[src/rtl/tbt_operand_loader.sv]
// Purpose: packs eight serial binary32 words into the 2x2 multiplier's A/B operand buses and issues a one-cycle load.
// Latency: the 8th accepted word at edge N shows load=1 and the new A/B during cycle N+1.
// Backpressure: in_ready is high only while filling; input stays blocked until result_ready rises or the wait times out.
module tbt_operand_loader #(
    parameter int TIMEOUT = 64,
    parameter int CNT_W   = 16
) (
    input  logic             clk,
    input  logic             reset,
    input  logic [31:0]      in_data,
    input  logic             in_valid,
    output logic             in_ready,
    output logic [127:0]     A,
    output logic [127:0]     B,
    output logic             load,
    input  logic             result_ready,
    output logic             busy,
    output logic             special_flag,
    output logic             timeout_err,
    output logic [CNT_W-1:0] set_count
);

    typedef enum logic [1:0] {
        S_FILL  = 2'd0,
        S_ISSUE = 2'd1,
        S_WAIT  = 2'd2
    } state_t;

    state_t             r_state;
    logic [2:0]         r_idx;
    logic [7:0][31:0]   r_stage;
    logic               r_stage_spec;
    logic               r_rr_q;
    logic [15:0]        r_timer;
    logic               r_in_ready;
    logic [127:0]       r_a;
    logic [127:0]       r_b;
    logic               r_load;
    logic               r_busy;
    logic               r_special;
    logic               r_tout;
    logic [CNT_W-1:0]   r_count;

    logic               w_accept;
    logic               w_word_spec;
    logic               w_rise;
    logic               w_timeout;
    logic [7:0][31:0]   w_stage_next;

    // in_ready is only ever set while filling, so it alone qualifies acceptance
    assign w_accept    = in_valid && r_in_ready;
    assign w_word_spec = (in_data[30:23] == 8'hFF);
    assign w_rise      = result_ready && !r_rr_q;
    assign w_timeout   = (r_timer == 16'(TIMEOUT - 1));

    // Staging view including the word accepted this cycle, so the 8th word can go straight to A/B
    always_comb begin
        w_stage_next = r_stage;
        if (w_accept) begin
            w_stage_next[r_idx] = in_data;
        end
    end

    // Registered copy of result_ready for rising-edge detection, kept live through reset and all states
    always_ff @(posedge clk) begin
        r_rr_q <= result_ready;
    end

    // Fill / issue / wait sequencing with all outputs registered
    always_ff @(posedge clk) begin
        if (reset) begin
            r_state      <= S_FILL;
            r_idx        <= 3'd0;
            r_stage      <= '0;
            r_stage_spec <= 1'b0;
            r_timer      <= 16'd0;
            r_in_ready   <= 1'b0;
            r_a          <= '0;
            r_b          <= '0;
            r_load       <= 1'b0;
            r_busy       <= 1'b0;
            r_special    <= 1'b0;
            r_tout       <= 1'b0;
            r_count      <= '0;
        end else begin
            r_load <= 1'b0;
            r_tout <= 1'b0;
            case (r_state)
                S_FILL: begin
                    r_in_ready <= 1'b1;
                    if (w_accept) begin
                        r_stage      <= w_stage_next;
                        r_stage_spec <= r_stage_spec | w_word_spec;
                        if (r_idx == 3'd7) begin
                            r_idx        <= 3'd0;
                            r_state      <= S_ISSUE;
                            r_in_ready   <= 1'b0;
                            r_a          <= {w_stage_next[0], w_stage_next[1], w_stage_next[2], w_stage_next[3]};
                            r_b          <= {w_stage_next[4], w_stage_next[5], w_stage_next[6], w_stage_next[7]};
                            r_load       <= 1'b1;
                            r_busy       <= 1'b1;
                            r_special    <= r_stage_spec | w_word_spec;
                            r_stage_spec <= 1'b0;
                            r_timer      <= 16'd0;
                        end else begin
                            r_idx <= r_idx + 3'd1;
                        end
                    end
                end
                S_ISSUE: begin
                    r_state <= S_WAIT;
                    r_timer <= 16'd0;
                end
                S_WAIT: begin
                    // A rising edge wins over a coincident timeout
                    if (w_rise) begin
                        r_state    <= S_FILL;
                        r_busy     <= 1'b0;
                        r_in_ready <= 1'b1;
                        r_count    <= r_count + {{(CNT_W-1){1'b0}}, 1'b1};
                    end else if (w_timeout) begin
                        r_state    <= S_FILL;
                        r_busy     <= 1'b0;
                        r_in_ready <= 1'b1;
                        r_tout     <= 1'b1;
                    end else begin
                        r_timer <= r_timer + 16'd1;
                    end
                end
                default: begin
                    r_state <= S_FILL;
                end
            endcase
        end
    end

    assign in_ready     = r_in_ready;
    assign A            = r_a;
    assign B            = r_b;
    assign load         = r_load;
    assign busy         = r_busy;
    assign special_flag = r_special;
    assign timeout_err  = r_tout;
    assign set_count    = r_count;

endmodule

[config.mk]
export PLATFORM = sky130hd
export DESIGN_NAME = tbt_operand_loader
export DESIGN_NICKNAME = d
export VERILOG_FILES = /design/src/rtl/tbt_operand_loader.sv
export SDC_FILE = /design/constraint.sdc
export NUM_CORES = 1
export LEC_CHECK = 0
export ABC_CLOCK_PERIOD_IN_PS = 2300
export BUFFER_PORTS_ARGS = -buffer_cell sky130_fd_sc_hd__buf_4
export CELL_PAD_IN_SITES_DETAIL_PLACEMENT = 0
export CELL_PAD_IN_SITES_GLOBAL_PLACEMENT = 1
export CORE_MARGIN = 1.5
export CORE_UTILIZATION = 40
export CTS_BUF_LIST = sky130_fd_sc_hd__clkbuf_8
export DETAILED_ROUTE_END_ITERATION = 8
export PLACE_DENSITY_LB_ADDON = 0.08
export SYNTH_ARGS = -nofsm -noshare
export SYNTH_HDL_FRONTEND = slang
export SYNTH_SLANG_ARGS = --single-unit
[constraint.sdc]
create_clock -name clk -period 2.3 [get_ports clk]
set_input_delay 0.115 -clock clk [delete_from_list [all_inputs] [get_ports clk]]
set_output_delay 0.115 -clock clk [all_outputs]
set_load 0.05 [all_outputs]
After elaboration in Yosys (flattened, before gate mapping)
Cells that the tools add are included.
- flip-flop bits (word level): 556
- logic and storage cells: 83
- output and inout bits: 277
- input port bits: 36
- $add $sub $neg: 3
- equality and inequality tests: 10
- magnitude comparators: 2
- mux-type cells: 27
- bitwise gates (word level): 4
- reduce and logical (&&, ||, !) cells: 16
- operators with widths (cell ; number):
    256-bit bitwise mux ; 1
    32-bit demux with 3-bit select ; 1
    16-bit 2-to-1 mux ; 4
    16-bit case mux with 3 select lines ; 1
    16-bit by 1-bit adder with 16-bit output (second input constant) ; 2
    32-bit 2-to-1 mux ; 1
    16-bit by 6-bit == test with 1-bit output (second input constant) ; 1
    1-bit 2-to-1 mux ; 11
    8-bit == test (second input constant) ; 1
    2-bit 2-to-1 mux ; 4
    2-bit != test (second input constant) ; 4
    2-bit case mux with 3 select lines ; 1
    2-bit AND reduction ; 3
    3-bit AND reduction ; 2
    3-bit OR reduction ; 2
    5-bit AND reduction ; 1
    3-bit by 4-bit less-than comparator with 1-bit output (second input constant) ; 1
    1-bit case mux with 2 select lines ; 2
    4-bit AND reduction ; 1
    3-bit by 1-bit adder with 3-bit output (second input constant) ; 1
    3-bit == test (second input constant) ; 1
    3-bit by 1-bit greater-or-equal comparator with 1-bit output (second input constant) ; 1
    1-bit logical AND ; 3
    3-bit 2-to-1 mux ; 1
    other kinds (9) ; 11

Longest topological paths before layout
Gate-level depths: netlist (run 1).
- depth after elaboration: 5
- mapped depth: 8
- depth with buffers taken out: 7

Least setup slack after synthesis (run 1)
Ideal clock, no wire load.
- path type: reg2reg
- start: register r_in_ready (netlist: in_ready)
- end: register r_stage[100] in the netlist's numbering
- data required time: 2.168 ns
- period minus slack after synthesis: 2.211 ns
- arrival time: 2.079 ns
- buffers on the path: 3
- stages on the path, launching flop included: 9
- setup time: 0.132 ns
- path slack: 0.089 ns
- cells stage by stage: dfxtp_1 > nand2_1 > or3_1 > clkbuf_1 > or2_2 > clkbuf_1 > clkbuf_1 > nand2_1 > a21oi_1
- longest elaborated chain between the ends: 2
- RTL lines (item ; line ; source):
    start, declared ; 35 ; logic r_in_ready;
    start signal, assigned ; 77 ; r_in_ready <= 1'b0;
    start signal, assigned ; 90 ; r_in_ready <= 1'b1;
    start signal, assigned ; 97 ; r_in_ready <= 1'b0;
    1-bit logical AND ; 51 ; assign w_accept = in_valid && r_in_ready;
    2-bit AND reduction (no line) ; -- ;
    end signal, assigned ; 92 ; r_stage <= w_stage_next;
    end, declared ; 31 ; logic [7:0][31:0] r_stage;
No other way between the ends.
A chain may end at the register's enable or synchronous reset.

Worst setup path after layout (run 1)
- start: register r_timer[9]
- end: register r_timer[1]
- longest elaborated chain between the ends: 3
- RTL lines (item ; line ; source):
    start, declared ; 34 ; logic [15:0] r_timer;
    start signal, assigned ; 127 ; r_timer <= r_timer + 16'd1;
    16-bit by 6-bit == test with 1-bit output ; 54 ; assign w_timeout = (r_timer == 16'(TIMEOUT - 1));
    2-bit != test (no line) ; -- ;
    5-bit AND reduction (no line) ; -- ;
No other way between the ends.

==> results of run 1 <==
[stage by stage]
stage	instances	hold WS (ns)
2_1_floorplan	2529	0.143
3_3_place_gp	3393	0.238
3_5_place_dp	3393	0.246
4_1_cts	3596	0.106
5_1_grt	3596	0.131
6_report	3596	0.142
[flip-flops by register name (all words and copies together) (netlist names), 2 cells and up]
name and cells:
A 128, r_state 2, set_count 16, r_timer 16, r_stage 256, r_idx 3, B 128
[critical path, stage by stage (launching register included)]
cell     delay, ns
dfxtp_1       0.31
or4_1         0.57
or4_4         0.60
buf_4         0.18
a21oi_4       0.19
nor4b_1       0.08
a31o_1        0.19
[layer usage]
metal / global-route usage, % / vias to the layer above / part of all wire, %
met5: 0 / - / 0
met4: 7.81 / 0 / 2.1
met3: 3.71 / 87 / 4.8
met2: 38.5 / 453 / 46
met1: 33.8 / 8618 / 47
li1: - / 9038 / -
[power breakdown]
group | internal, mW | total, mW | switching [mW]
Sequential | 9.68 | 9.71 | 0.0242
Clock | 4.88 | 8.90 | 4.03
Combinational | 0.299 | 0.917 | 0.618
Total | 14.9 | 19.5 | 4.67
[path summary, 6_finish.rpt]
path	endpoint	slack (ns)	cells past startpoint
setup / recovery	r_timer[1]	0.08	6
hold / removal	r_rr_q	0.14	2
setup reg to reg	r_timer[1]	0.08	6
hold reg to reg	B[53]	0.45	2
[cell families (layout without fill, tap and decap cells)]
| family | Yosys count | count (layout) | synth area share (%) |
|---|---|---|---|
| xor gates and xnor gates | 15 | 15 | 0.618 |
| DFF | 556 | 556 | 52.4 |
| buffers and inverters | 227 | 606 | 4.11 |
| AOI/OAI and AO/OA | 566 | 566 | 13.6 |
| and+or+nand+nor | 904 | 904 | 16.9 |
| adders and majority gates | 4 | 4 | 0.236 |
| muxes | 257 | 257 | 12.1 |
[synthesized netlist by cell type, types with 2 or more instances]
library cell	n
a21oi_1	269
a31oi_1	5
and2_1	5
and3_1	7
and4_1	2
buf_1	18
buf_2	4
buf_6	2
clkbuf_1	200
dfxtp_1	556
ha_1	4
inv_1	3
mux2i_1	257
nand2_1	796
nand2b_1	4
nand3_1	12
nand3b_1	4
nand4_1	11
nor2_1	34
nor3_1	4
nor3b_1	3
nor4_1	3
o21ai_0	259
o21ai_1	20
o31ai_1	3
or2_2	4
or3_1	4
or4_1	3
xnor2_1	5
xor2_1	10
[repair_timing]
| action | 4_1_cts | 5_1_grt |
|---|---|---|
| hold buffers | 35 | 0 |
| hold endpoints to repair | 529 | 0 |
| resized for setup | 1 | 3 |
| setup endpoints to repair | 1 | 10 |
[cell type report]
class | count | share of cell area [%]
sequential | 556 | 41.4
multi-input combinational | 1746 | 34.8
timing repair buffer | 435 | 13.3
clock buffer | 123 | 6.30
tap | 688 | 3.21
clock inverter | 45 | 0.815
inverter | 3 | 0.0419
==> flow_metrics.env, run 1 <==
export IMPL_status="complete, no violations"
export IMPL_synth_top_cells_by_area="dfxtp_1 (52%), nand2_1 (14%), mux2i_1 (12%)"
export IMPL_clockBufferDepth=3
export IMPL_wirelength_um=67000
export IMPL_cp_start_kind="register"
export IMPL_power_mw=19.5
export IMPL_worst_pin_slew_ns=1.16
export IMPL_rsz0062_at_grt="false"
export IMPL_pre_cts_slack_ns=-0.0227
export IMPL_ys_flop_type="dfxtp_1"
export IMPL_required_ns=2.85
export IMPL_grt_start_max_net_pins=242
export IMPL_grt_pass1_wl_um=102000
export IMPL_clock_latency_ns=0.68
export IMPL_final_nets=2876
export IMPL_ant_nets=0
export IMPL_timing_rr_start="r_timer[9]"
export IMPL_utilization_pct=51.1
export IMPL_synth_edf_count=0
export IMPL_place_congestion=0.766
export IMPL_io_buffers=312
export IMPL_fin_area_um2=26900
export IMPL_core_area_um2=52600
export IMPL_num_antenna_cells=0
export IMPL_yosysWarnings=0
export IMPL_ir_drop_mv=0.432
export IMPL_ys_types=48
export IMPL_antenna_found_initial=0
export IMPL_cts_made_buffers=94
export IMPL_min_period_over_period_pct=96.5
export IMPL_cellLeakagePower_nw=11.0
export IMPL_min_from="result_ready"
export IMPL_numClockSinks=556
export IMPL_cp_end_kind="register"
export IMPL_final_common_cell="nand2_1"
export IMPL_fmax_mhz=450
export IMPL_area_growth_pct=26.4
export IMPL_fin_setup_tns_ns=0
export IMPL_skew_ns=0.0184
export IMPL_cts_htree_levels=3
export IMPL_power_density_nw_per_um2=727
export IMPL_dp_hpwl_um=42100
export IMPL_path_clk_slew_ns=0.06
export IMPL_num_rows=84
export IMPL_setup_viol=0
export IMPL_nFillCells=5073
export IMPL_die_w_um=233
export IMPL_yosysTopAreaCell="dfxtp_1"
export IMPL_hold_violations=0
export IMPL_io_pins=313
export IMPL_dieArea_um2=54500
export IMPL_drt_iter0_drc=945
export IMPL_cap_viol_max_count=0
export IMPL_synth_async_reset_ratio_pct=0
export IMPL_cp_startpoint="r_timer[9]"
export IMPL_mostFrequentLayoutCells="nand2_1 (792), dfxtp_1 (556), buf_4 (381)"
export IMPL_layout_min_cycle_time_ns=2.22
export IMPL_ys_ff_latch=556
export IMPL_grt_ovfl_total=0
export IMPL_ys_seq_area_share_pct=52.4
export IMPL_viasPerCell=5.06
export IMPL_relSlewSlack_pct=22.6
export IMPL_dr_pass1_iters=5
export IMPL_netlist_area_um2=21200
export IMPL_regArea_um2=11100
export IMPL_drc_errors=0
export IMPL_grt_pass1_vias=17300
export IMPL_place_area_um2=24600
export IMPL_drive_gt1_share_pct=19.5
export IMPL_synth_fp_nets=2569
export IMPL_hold_class="input pin to register"
export IMPL_cts_tree="done"
export IMPL_grtUsageTotal_pct=24.3
export IMPL_synth_top_area_share_pct=52.4
export IMPL_setup_slack_ns=0.0801
export IMPL_initial_core_util_pct=40.4
export IMPL_root_buffer="clkbuf_8"
export IMPL_die_h_um=233
export IMPL_path_max_fanout=5
export IMPL_post_cts_buffers=0
export IMPL_multiInputGateArea_um2=9360
export IMPL_drv_slew=0
export IMPL_crit_arrival_ns=2.77
export IMPL_synth_avg_cell_area_um2=8.40
export IMPL_wl_per_cell_um=18.6
export IMPL_worstSetupPathType="register to register"
export IMPL_via_count=18200
export IMPL_syn_inst=2529
(Power assumes the default switching activity.)
==> run 2, diff against run 1 <==
Settings changed: CORE_ASPECT_RATIO from default to 2.
==> flow_metrics.env, run 2 (synthesis results as in run 1) <==
export IMPL_initial_core_util_pct=40.4
export IMPL_worstSetupPathType="register to register"
export IMPL_core_area_um2=52600
export IMPL_hold_class="input pin to register"
export IMPL_final_common_cell="nand2_1"
export IMPL_wl_per_cell_um=19.6
export IMPL_clock_latency_ns=0.68
export IMPL_grt_pass1_vias=17600
export IMPL_place_congestion=0.845
export IMPL_power_density_nw_per_um2=702
export IMPL_utilization_pct=50.3
export IMPL_relSlewSlack_pct=42.6
export IMPL_drc_errors=0
export IMPL_cp_end_kind="register"
export IMPL_setup_viol=0
export IMPL_final_nets=2852
export IMPL_r2r_cells=6
export IMPL_root_buffer="clkbuf_8"
export IMPL_cap_viol_max_count=0
export IMPL_crit_arrival_ns=2.79
export IMPL_ant_nets=0
export IMPL_cp_start_kind="register"
export IMPL_largest_reg_flops=256
export IMPL_drt_iter0_drc=1106
export IMPL_regArea_um2=11100
export IMPL_cts_tree="done"
export IMPL_grt_start_max_net_pins=190
export IMPL_dp_hpwl_um=44100
export IMPL_mostFrequentLayoutCells="nand2_1 (792), dfxtp_1 (556), buf_4 (369)"
export IMPL_wirelength_um=69400
export IMPL_fin_area_um2=26400
export IMPL_status="complete, no violations"
export IMPL_dieArea_um2=54600
export IMPL_cts_htree_levels=3
export IMPL_hold_violations=0
export IMPL_drive_gt1_share_pct=18.6
export IMPL_path_clk_slew_ns=0.06
export IMPL_ir_drop_mv=0.455
export IMPL_clockBufferDepth=3
export IMPL_multiInputGateArea_um2=9360
export IMPL_reg2reg_slack_ns=0.08
export IMPL_via_count=18300
export IMPL_numClockSinks=556
export IMPL_place_area_um2=24500
export IMPL_skew_ns=0.0271
export IMPL_io_pins=313
export IMPL_grt_ovfl_total=0
export IMPL_power_mw=18.6
export IMPL_die_w_um=166
export IMPL_viasPerCell=5.18
export IMPL_cellLeakagePower_nw=10.7
export IMPL_num_rows=119
export IMPL_io_buffers=312
export IMPL_path_max_fanout=5
export IMPL_layout_min_cycle_time_ns=2.22
export IMPL_worst_pin_slew_ns=0.862
export IMPL_nFillCells=5064
export IMPL_min_period_over_period_pct=96.5
export IMPL_dr_pass1_iters=5
export IMPL_required_ns=2.87
export IMPL_rsz0062_at_grt="true"
export IMPL_grt_pass1_wl_um=106000
export IMPL_fmax_mhz=450
export IMPL_cts_made_buffers=81
export IMPL_die_h_um=329
export IMPL_top_register="r_stage"
export IMPL_holdPathStages=2
export IMPL_drv_slew=0
export IMPL_area_growth_pct=24.5
export IMPL_grtUsageTotal_pct=24.9
export IMPL_antenna_found_initial=1
## run 2: timing repair
action,in CTS,in global routing
setup endpoints to repair,3,6
hold endpoints to repair,510,0
resized for setup,1,2
setup buffers,0,0
hold buffers,35,0
## run 2: final cells by class
| type | instances | area share, % |
|---|---|---|
| inverter | 3 | 0.0426 |
| antenna | 1 | 0.00946 |
| clock inverter | 31 | 0.568 |
| clock buffer | 105 | 5.46 |
| multi-input combinational | 1746 | 35.4 |
| sequential | 556 | 42.1 |
| timing repair buffer | 424 | 13.3 |
| tap | 665 | 3.15 |
## run 2: path summary, 6_finish.rpt
check,start,endpoint
setup / recovery,r_timer[9],r_timer[1]
hold / removal,result_ready,r_rr_q
setup reg to reg,r_timer[9],r_timer[1]
hold reg to reg,A[87],A[87]
## run 2: power breakdown
group          total (mW)  switching, mW  leakage (nW)  internal, mW
registers            9.70         0.0249          4.48          9.68
clock network        7.97           3.81         0.919          4.16
logic               0.907          0.621          5.34         0.286
## run 2: stage by stage
step,hold WS [ns],instances,worst slack (ns),TNS (ns)
detailed placement,0.269,3359,-0.0382,-0.0382
global route,0.140,3531,-0.00169,-0.00169
CTS,0.124,3530,0.0363,0
global placement,0.268,3359,-0.0429,-0.0429
floorplan,0.143,2529,0.0885,0
finish,0.154,3531,0.0794,0
## run 2: metal layers
metal / GRT usage (%) / wire [µm] / vias to the layer above
li1: - / - / 8965
met5: 0 / 0 / -
met4: 8.30 / 1830 / 0
met3: 4.99 / 3820 / 102
met2: 44.2 / 34800 / 523
met1: 30.0 / 28900 / 8690
## run 2: critical path, stage by stage, from the launching register on
cell,delay [ns]
dfxtp_1,0.31
or4_1,0.58
or4_4,0.61
buf_4,0.18
a21oi_4,0.20
nor4b_1,0.07
a31o_1,0.18
